==> src/rtl/prefetch_stream_buffer_if.sv <==
// Lookup/result bus between the L1 miss path (master) and the stream prefetch buffer (slave).
interface prefetch_stream_buffer_if #(
    parameter int ADDR_W = 32
);
    logic              lookup_req;
    logic [ADDR_W-1:0] lookup_addr;
    logic              lookup_ready;
    logic              result_valid;
    logic              prefetch_hit;
    logic [19:0]       hit_count;
    logic [19:0]       miss_count;

    modport master (
        output lookup_req, lookup_addr,
        input  lookup_ready, result_valid, prefetch_hit, hit_count, miss_count
    );

    modport slave (
        input  lookup_req, lookup_addr,
        output lookup_ready, result_valid, prefetch_hit, hit_count, miss_count
    );
endinterface

==> src/rtl/prefetch_stream_buffer.sv <==
// Next-line stream prefetch buffer holding block addresses beside the L1 cache.
// Optional PF_FLUSH_EN adds a flush input that clears the buffer and forces IDLE.
module prefetch_stream_buffer #(
    parameter int ADDR_W    = 32,
    parameter int OFFSET_W  = 4,
    parameter int DEPTH     = 4,
    parameter int PF_DEGREE = 2
) (
    input  logic clk,
    input  logic reset,
`ifdef PF_FLUSH_EN
    input  logic flush,
`endif
    prefetch_stream_buffer_if.slave bus
);
    localparam int BLK_W = ADDR_W - OFFSET_W;
    localparam int PTR_W = (DEPTH > 1) ? $clog2(DEPTH) : 1;
    localparam int K_W   = $clog2(PF_DEGREE + 1);

    typedef enum logic [1:0] {IDLE, LOOKUP, FILL} state_t;

    function automatic logic [19:0] sat_inc(input logic [19:0] v);
        return (v == 20'hFFFFF) ? v : v + 20'd1;
    endfunction

    state_t           state_q, state_d;
    logic [BLK_W-1:0] blk_q;
    logic [BLK_W-1:0] cand;
    logic [BLK_W-1:0] cmp_blk;
    logic [BLK_W-1:0] entry_blk [DEPTH];
    logic [DEPTH-1:0] entry_vld;
    logic [DEPTH-1:0] match;
    logic [PTR_W-1:0] wr_ptr;
    logic [K_W-1:0]   k_q;
    logic             result_valid_q;
    logic             prefetch_hit_q;
    logic [19:0]      hit_count_q;
    logic [19:0]      miss_count_q;
    logic             flush_i;
    logic             accept;
    logic             unused_offset_bits;

`ifdef PF_FLUSH_EN
    assign flush_i = flush;
`else
    assign flush_i = 1'b0;
`endif

    assign unused_offset_bits = ^bus.lookup_addr[OFFSET_W-1:0];

    // Block-address addition wraps naturally at BLK_W bits
    assign cand    = blk_q + BLK_W'(k_q);
    assign cmp_blk = (state_q == LOOKUP) ? blk_q : cand;

    always_comb begin
        match = '0;
        for (int i = 0; i < DEPTH; i++) begin
            match[i] = entry_vld[i] && (entry_blk[i] == cmp_blk);
        end
    end

    always_comb begin
        state_d = state_q;
        accept  = 1'b0;
        if (flush_i) begin
            state_d = IDLE;
        end else begin
            case (state_q)
                IDLE: begin
                    if (bus.lookup_req) begin
                        state_d = LOOKUP;
                        accept  = 1'b1;
                    end
                end
                LOOKUP:  state_d = FILL;
                FILL:    if (k_q == K_W'(PF_DEGREE)) state_d = IDLE;
                default: state_d = IDLE;
            endcase
        end
    end

    always_ff @(posedge clk) begin
        if (reset) state_q <= IDLE;
        else       state_q <= state_d;
    end

    always_ff @(posedge clk) begin
        if (reset) begin
            entry_vld      <= '0;
            wr_ptr         <= '0;
            k_q            <= '0;
            result_valid_q <= 1'b0;
            prefetch_hit_q <= 1'b0;
            hit_count_q    <= '0;
            miss_count_q   <= '0;
        end else begin
            result_valid_q <= 1'b0;
            if (flush_i) begin
                entry_vld <= '0;
                wr_ptr    <= '0;
            end else begin
                case (state_q)
                    IDLE: if (accept) prefetch_hit_q <= 1'b0;
                    LOOKUP: begin
                        // A hit block migrates into L1, so its entry is dropped
                        result_valid_q <= 1'b1;
                        prefetch_hit_q <= |match;
                        entry_vld      <= entry_vld & ~match;
                        if (|match) hit_count_q  <= sat_inc(hit_count_q);
                        else        miss_count_q <= sat_inc(miss_count_q);
                        k_q            <= K_W'(1);
                    end
                    FILL: begin
                        if (!(|match)) begin
                            entry_vld[wr_ptr] <= 1'b1;
                            wr_ptr            <= wr_ptr + 1'b1;
                        end
                        k_q <= k_q + 1'b1;
                    end
                    default: ;
                endcase
            end
        end
    end

    // Address storage carries no reset; validity lives in entry_vld
    always_ff @(posedge clk) begin
        if (accept) blk_q <= bus.lookup_addr[ADDR_W-1:OFFSET_W];
        if (state_q == FILL && !(|match)) entry_blk[wr_ptr] <= cand;
    end

    assign bus.lookup_ready = (state_q == IDLE);
    assign bus.result_valid = result_valid_q;
    assign bus.prefetch_hit = prefetch_hit_q;
    assign bus.hit_count    = hit_count_q;
    assign bus.miss_count   = miss_count_q;
endmodule

==> src/flat_wrapper.sv <==
// flat-port wrapper written by rule: the top's interface ports become plain ports
module prefetch_stream_buffer_flat 
#(
    parameter int ADDR_W    = 32,
    parameter int OFFSET_W  = 4,
    parameter int DEPTH     = 4,
    parameter int PF_DEGREE = 2
)
  (clk, reset, bus_lookup_req, bus_lookup_addr, bus_lookup_ready, bus_result_valid, bus_prefetch_hit, bus_hit_count, bus_miss_count);
  prefetch_stream_buffer_if #(.ADDR_W(ADDR_W)) bus_i ();
  input  logic clk;
  input  logic reset;
  input wire logic [$bits(bus_i.lookup_req)-1:0] bus_lookup_req;
  input wire logic [$bits(bus_i.lookup_addr)-1:0] bus_lookup_addr;
  output wire logic [$bits(bus_i.lookup_ready)-1:0] bus_lookup_ready;
  output wire logic [$bits(bus_i.result_valid)-1:0] bus_result_valid;
  output wire logic [$bits(bus_i.prefetch_hit)-1:0] bus_prefetch_hit;
  output wire logic [$bits(bus_i.hit_count)-1:0] bus_hit_count;
  output wire logic [$bits(bus_i.miss_count)-1:0] bus_miss_count;
  assign bus_i.lookup_req = bus_lookup_req;
  assign bus_i.lookup_addr = bus_lookup_addr;
  assign bus_lookup_ready = bus_i.lookup_ready;
  assign bus_result_valid = bus_i.result_valid;
  assign bus_prefetch_hit = bus_i.prefetch_hit;
  assign bus_hit_count = bus_i.hit_count;
  assign bus_miss_count = bus_i.miss_count;
  prefetch_stream_buffer #(.ADDR_W(ADDR_W), .OFFSET_W(OFFSET_W), .DEPTH(DEPTH), .PF_DEGREE(PF_DEGREE)) u_core (.clk(clk), .reset(reset), .bus(bus_i));
endmodule
==> config.mk <==
export PLATFORM = sky130hd
export DESIGN_NAME = prefetch_stream_buffer_flat
export DESIGN_NICKNAME = d
export VERILOG_FILES = /design/src/rtl/prefetch_stream_buffer_if.sv /design/src/rtl/prefetch_stream_buffer.sv /design/src/flat_wrapper.sv
export SDC_FILE = /design/constraint.sdc
export NUM_CORES = 1
export LEC_CHECK = 0
export CORE_MARGIN = 2
export CORE_UTILIZATION = 40
export CTS_CLUSTER_SIZE = 8
export DETAILED_ROUTE_END_ITERATION = 6
export MAX_ROUTING_LAYER = met4
export PLACE_DENSITY = 0.6
export SLEW_MARGIN = 20
export SYNTH_ARGS = -nofsm -noshare
export SYNTH_HDL_FRONTEND = slang
export SYNTH_SLANG_ARGS = --single-unit
==> constraint.sdc <==
create_clock -name clk -period 7.25 [get_ports clk]
set_clock_uncertainty 0.2 [all_clocks]
set_input_delay 1.45 -clock clk [delete_from_list [all_inputs] [get_ports clk]]
set_output_delay 1.45 -clock clk [all_outputs]
set_load 0.01 [all_outputs]
==> run summary <==
The worst min-delay path class is reg2reg. After synthesis, the share of cell area in mux cells is 0.02739. The parity-gate share of the synthesized area counting xor and xnor cells came out at 0.1332. The starting density of the core is 0.4042. The total clock sinks came out at 192. The core box area came out at 0.03051 mm². The synthesis warning total is 0. The pin slew with the least headroom to its limit is 1.071 ns. The worst setup path is of the reg2reg kind. Data on the critical path is required at its endpoint by 7.23 ns.

The clock edge transition at the registers on the reported setup and hold paths is 0.07 ns. The run finished with clean final reports. The number of rows created at floorplan came out at 64. The fraction of final layout cells sized beyond drive strength 1 is 0.09542. The final clock period utilization by the worst path came out at 0.8614.

Once the clock tree was built, the resizer swapped 0 gates to a different size. For this run, the leading register cell type out of synthesis is sky130_fd_sc_hd__edfxtp_1. The global placer's final weighted congestion came out at 1.045. The maximum vdd ir drop came out at 0.1531 mV.

The half-perimeter wire length after detailed placement is 32360 µm. Once layout is done, the placed cells without fillers occupy 0.01411 mm². The accumulated negative setup slack is 0 ns. The count of nets left with antenna violations after detail routing came out at 0. Data on the critical path arrives at its endpoint at 6.23 ns. The post-detailed-route wirelength per cell came out at 25.53 µm. The area enclosed by the die boundary is 0.03225 mm². The library cell used as clock root buffer is sky130_fd_sc_hd__clkbuf_16. After synthesis, the largest family of logic cells by area is simple AND/OR/NAND/NOR gates.

Of the total synthesized cell area, the portion taken by AND, OR, NAND and NOR gates is 0.2509. From synthesis to final layout, the design area changed by 14.40%. Entering global routing, the biggest net connects 75 pins. The total count of hold-check failures in the final report is 0. The die extent in y came out at 179.6 µm. The number of nets produced by synthesis is 1270. The final wirelength came out at 43030 µm.

The worst setup path is captured at a register. The leakage power of the design is 4.636 nW. The achievable frequency came out at 160.1 MHz. Setup slack on the critical path of the routed design comes to 1.005 ns.

The biggest area contributor in the post-synthesis netlist is sky130_fd_sc_hd__edfxtp_1. The minimum hold slack is 0.2988 ns. The number of enable flip-flop cells after synthesis is 140. The largest fanout on the critical path is 19.

The number of antenna repair diodes is 0. The worst-case clock buffer depth is 2. The clock latency of the later-clocked register in the worst-skew pair is 0.46 ns. The synthesized area per cell came out at 10.09 µm². The area fraction in compound gates after synthesis was 0.1133. The overall fraction of global-route tracks in use is 0.2737. The worst-case headroom to the max-slew limit came out at 0.2675.

The wire length of the first global-routing pass came out at 64280 µm. The die outline width came out at 179.6 µm. The violation count after the first detailed-routing iteration came out at 1128. By count the netlist is led by 140 x sky130_fd_sc_hd__edfxtp_1, 92 x sky130_fd_sc_hd__xnor2_1, 87 x sky130_fd_sc_hd__nor2_1. Ranked by total cell area, the synthesized netlist is headed by sky130_fd_sc_hd__edfxtp_1 34%, sky130_fd_sc_hd__dfxtp_1 8.4%, sky130_fd_sc_hd__xnor2_1 6.5%, sky130_fd_sc_hd__xnor3_1 3.7%, sky130_fd_sc_hd__nand3_1 2.8%. The worst setup path is launched from a register. The number of antenna violations at the first check in global routing came to 0. The total of buffers placed on input and output ports came out at 73. The remaining design rule violation count is 0. In this run the cell area measured after placement is 0.01350 mm².

The post-synthesis adder-cell area fraction is 0.01380. CTS built an H-tree with a depth of 4. The synthesized design contains 192 register bits. The worst slack at placement came out at 1.148 ns.

The cell area power density came out at 188.8 mW/mm². The time the final worst path needs with I/O delays and setup came out at 6.245 ns. The post-synth design cell area came out at 0.01233 mm².

At the end of the flow, the number of nets in the layout was 1324. The first-pass detailed-route iteration total came out at 5. The via count of the first global-routing pass came out at 9948. The clock tree from TritonCTS is done. The number of setup buffers added after CTS is 0.

The TritonCTS buffer count is 17. By instance count, the leading cell after synthesis is sky130_fd_sc_hd__edfxtp_1. The area share of the largest cell type after synthesis came out at 0.3409. Buffers inserted to repair hold after CTS numbered 0. The number of distinct library cells after synthesis came out at 91.

Setup repair after global routing left no endpoint under its margin. The final count of negative-setup-slack endpoints is 0. Global routing finished with a remaining overflow of 0. The tool flagged a number of max-cap violations equal to 0. The sequential cell area fraction in the yosys report is 0.4253. The share of synthesized registers carrying an async set or reset is 0. In the routed layout, each cell is associated on average with a via count of 6.135. The top-level I/O count is 78. After technology mapping, the gate count stands at 1222. The flop-to-flop setup slack is 1.01 ns.

The number of max-slew violations in the final report came to 0. The routed layout has 10340 vias.
==> cells in the final DEF (no fill, tap or decap), drive strengths merged, types with 7 or more instances in the layout <==
cell type,n
mux2i,9
nor2b,34
nor3b,7
nor4,38
buf,37
o211ai,7
o31ai,10
o21ai,41
xnor2,92
nor3,34
nand3,69
or4,28
nor2,88
edfxtp,140
and2,15
or3,17
clkinv,7
and3,26
o2111ai,11
mux2,22
o22ai,9
dfxtp,52
nand2b,17
a21oi,44
inv,30
and4,11
clkbuf,22
nand2,62
xor2,36
xnor3,20
nand3b,10
nand4,52
ha,12
clkdlybuf4s50,72
==> flip-flops by register name, summed over array words and instances, names as in the netlist <==
name and flops:
u_core.blk_q 28, u_core.bus.hit_count 20, u_core.bus.miss_count 20, u_core.bus.prefetch_hit 1
u_core.bus.result_valid 1, u_core.entry_blk 112, u_core.entry_vld 4, u_core.k_q 2
u_core.state_q 2, u_core.wr_ptr 2
==> routing by layer <==
layer | routed length, µm | GRT usage | vias up
met4 | 1578 | 0.1037 | 0
met1 | 18480 | 0.3614 | 5014
li1 | - | - | 4730
met5 | 0 | - | -
met2 | 19360 | 0.4152 | 506
met3 | 3613 | 0.05592 | 88
==> report_power, final <==
part	internal, W	total (W)	switching [W]
clock	0.000552	0.000981	0.000429
combinational	0.000156	0.000406	0.000249
sequential	0.00122	0.00128	0.0000576
==> final timing paths <==
kind,start,to,cells after the start
max reg2reg,u_core.blk_q[4],u_core.entry_blk[2][7],11
min reg2reg,u_core.state_q[1],u_core.state_q[1],2
min,u_core.state_q[1],u_core.state_q[1],2
max,u_core.blk_q[4],u_core.entry_blk[2][7],11
==> metrics by stage <==
step                      utilization  std cells  power [W]
after global routing           0.4624       1685   0.002754
after CTS                      0.4624       1685   0.002679
final                          0.4624       1685   0.002664
after global placement         0.4424       1653   0.001695
after detailed placement       0.4424       1653   0.001697
after floorplan                     -       1222   0.001549
==> area by class of cell <==
class | count | area [µm²]
Clock buffer | 22 | 485.5
Clock inverter | 10 | 123.9
Fill cell | 2838 | 16400
Inverter | 29 | 108.9
Multi-Input combinational cell | 927 | 6653
Sequential cell | 192 | 5245
Tap cell | 396 | 495.5
Timing Repair Buffer | 109 | 996.0
==> cells by family after synthesis <==
logic type                 count (synthesis)
and+or+nand+nor                          533
muxes                                     31
buffers and inverters                    103
xor gates and xnor gates                 151
adders and majority gates                 13
DFF                                      192
AOI/OAI and AO/OA                        199
==> critical path: stages, from the launching register on <==
cell	delay, ns
sky130_fd_sc_hd__edfxtp_1	0.87
sky130_fd_sc_hd__nand3_1	0.52
sky130_fd_sc_hd__or4_1	0.93
sky130_fd_sc_hd__nor4_4	0.62
sky130_fd_sc_hd__nor3b_1	0.11
sky130_fd_sc_hd__or4_1	0.56
sky130_fd_sc_hd__nor4_1	0.48
sky130_fd_sc_hd__nand3_1	0.21
sky130_fd_sc_hd__o2111a_4	0.24
sky130_fd_sc_hd__nand3_1	0.12
sky130_fd_sc_hd__clkinv_1	0.61
sky130_fd_sc_hd__buf_4	0.48
Power figures use the tool's default switching activity.
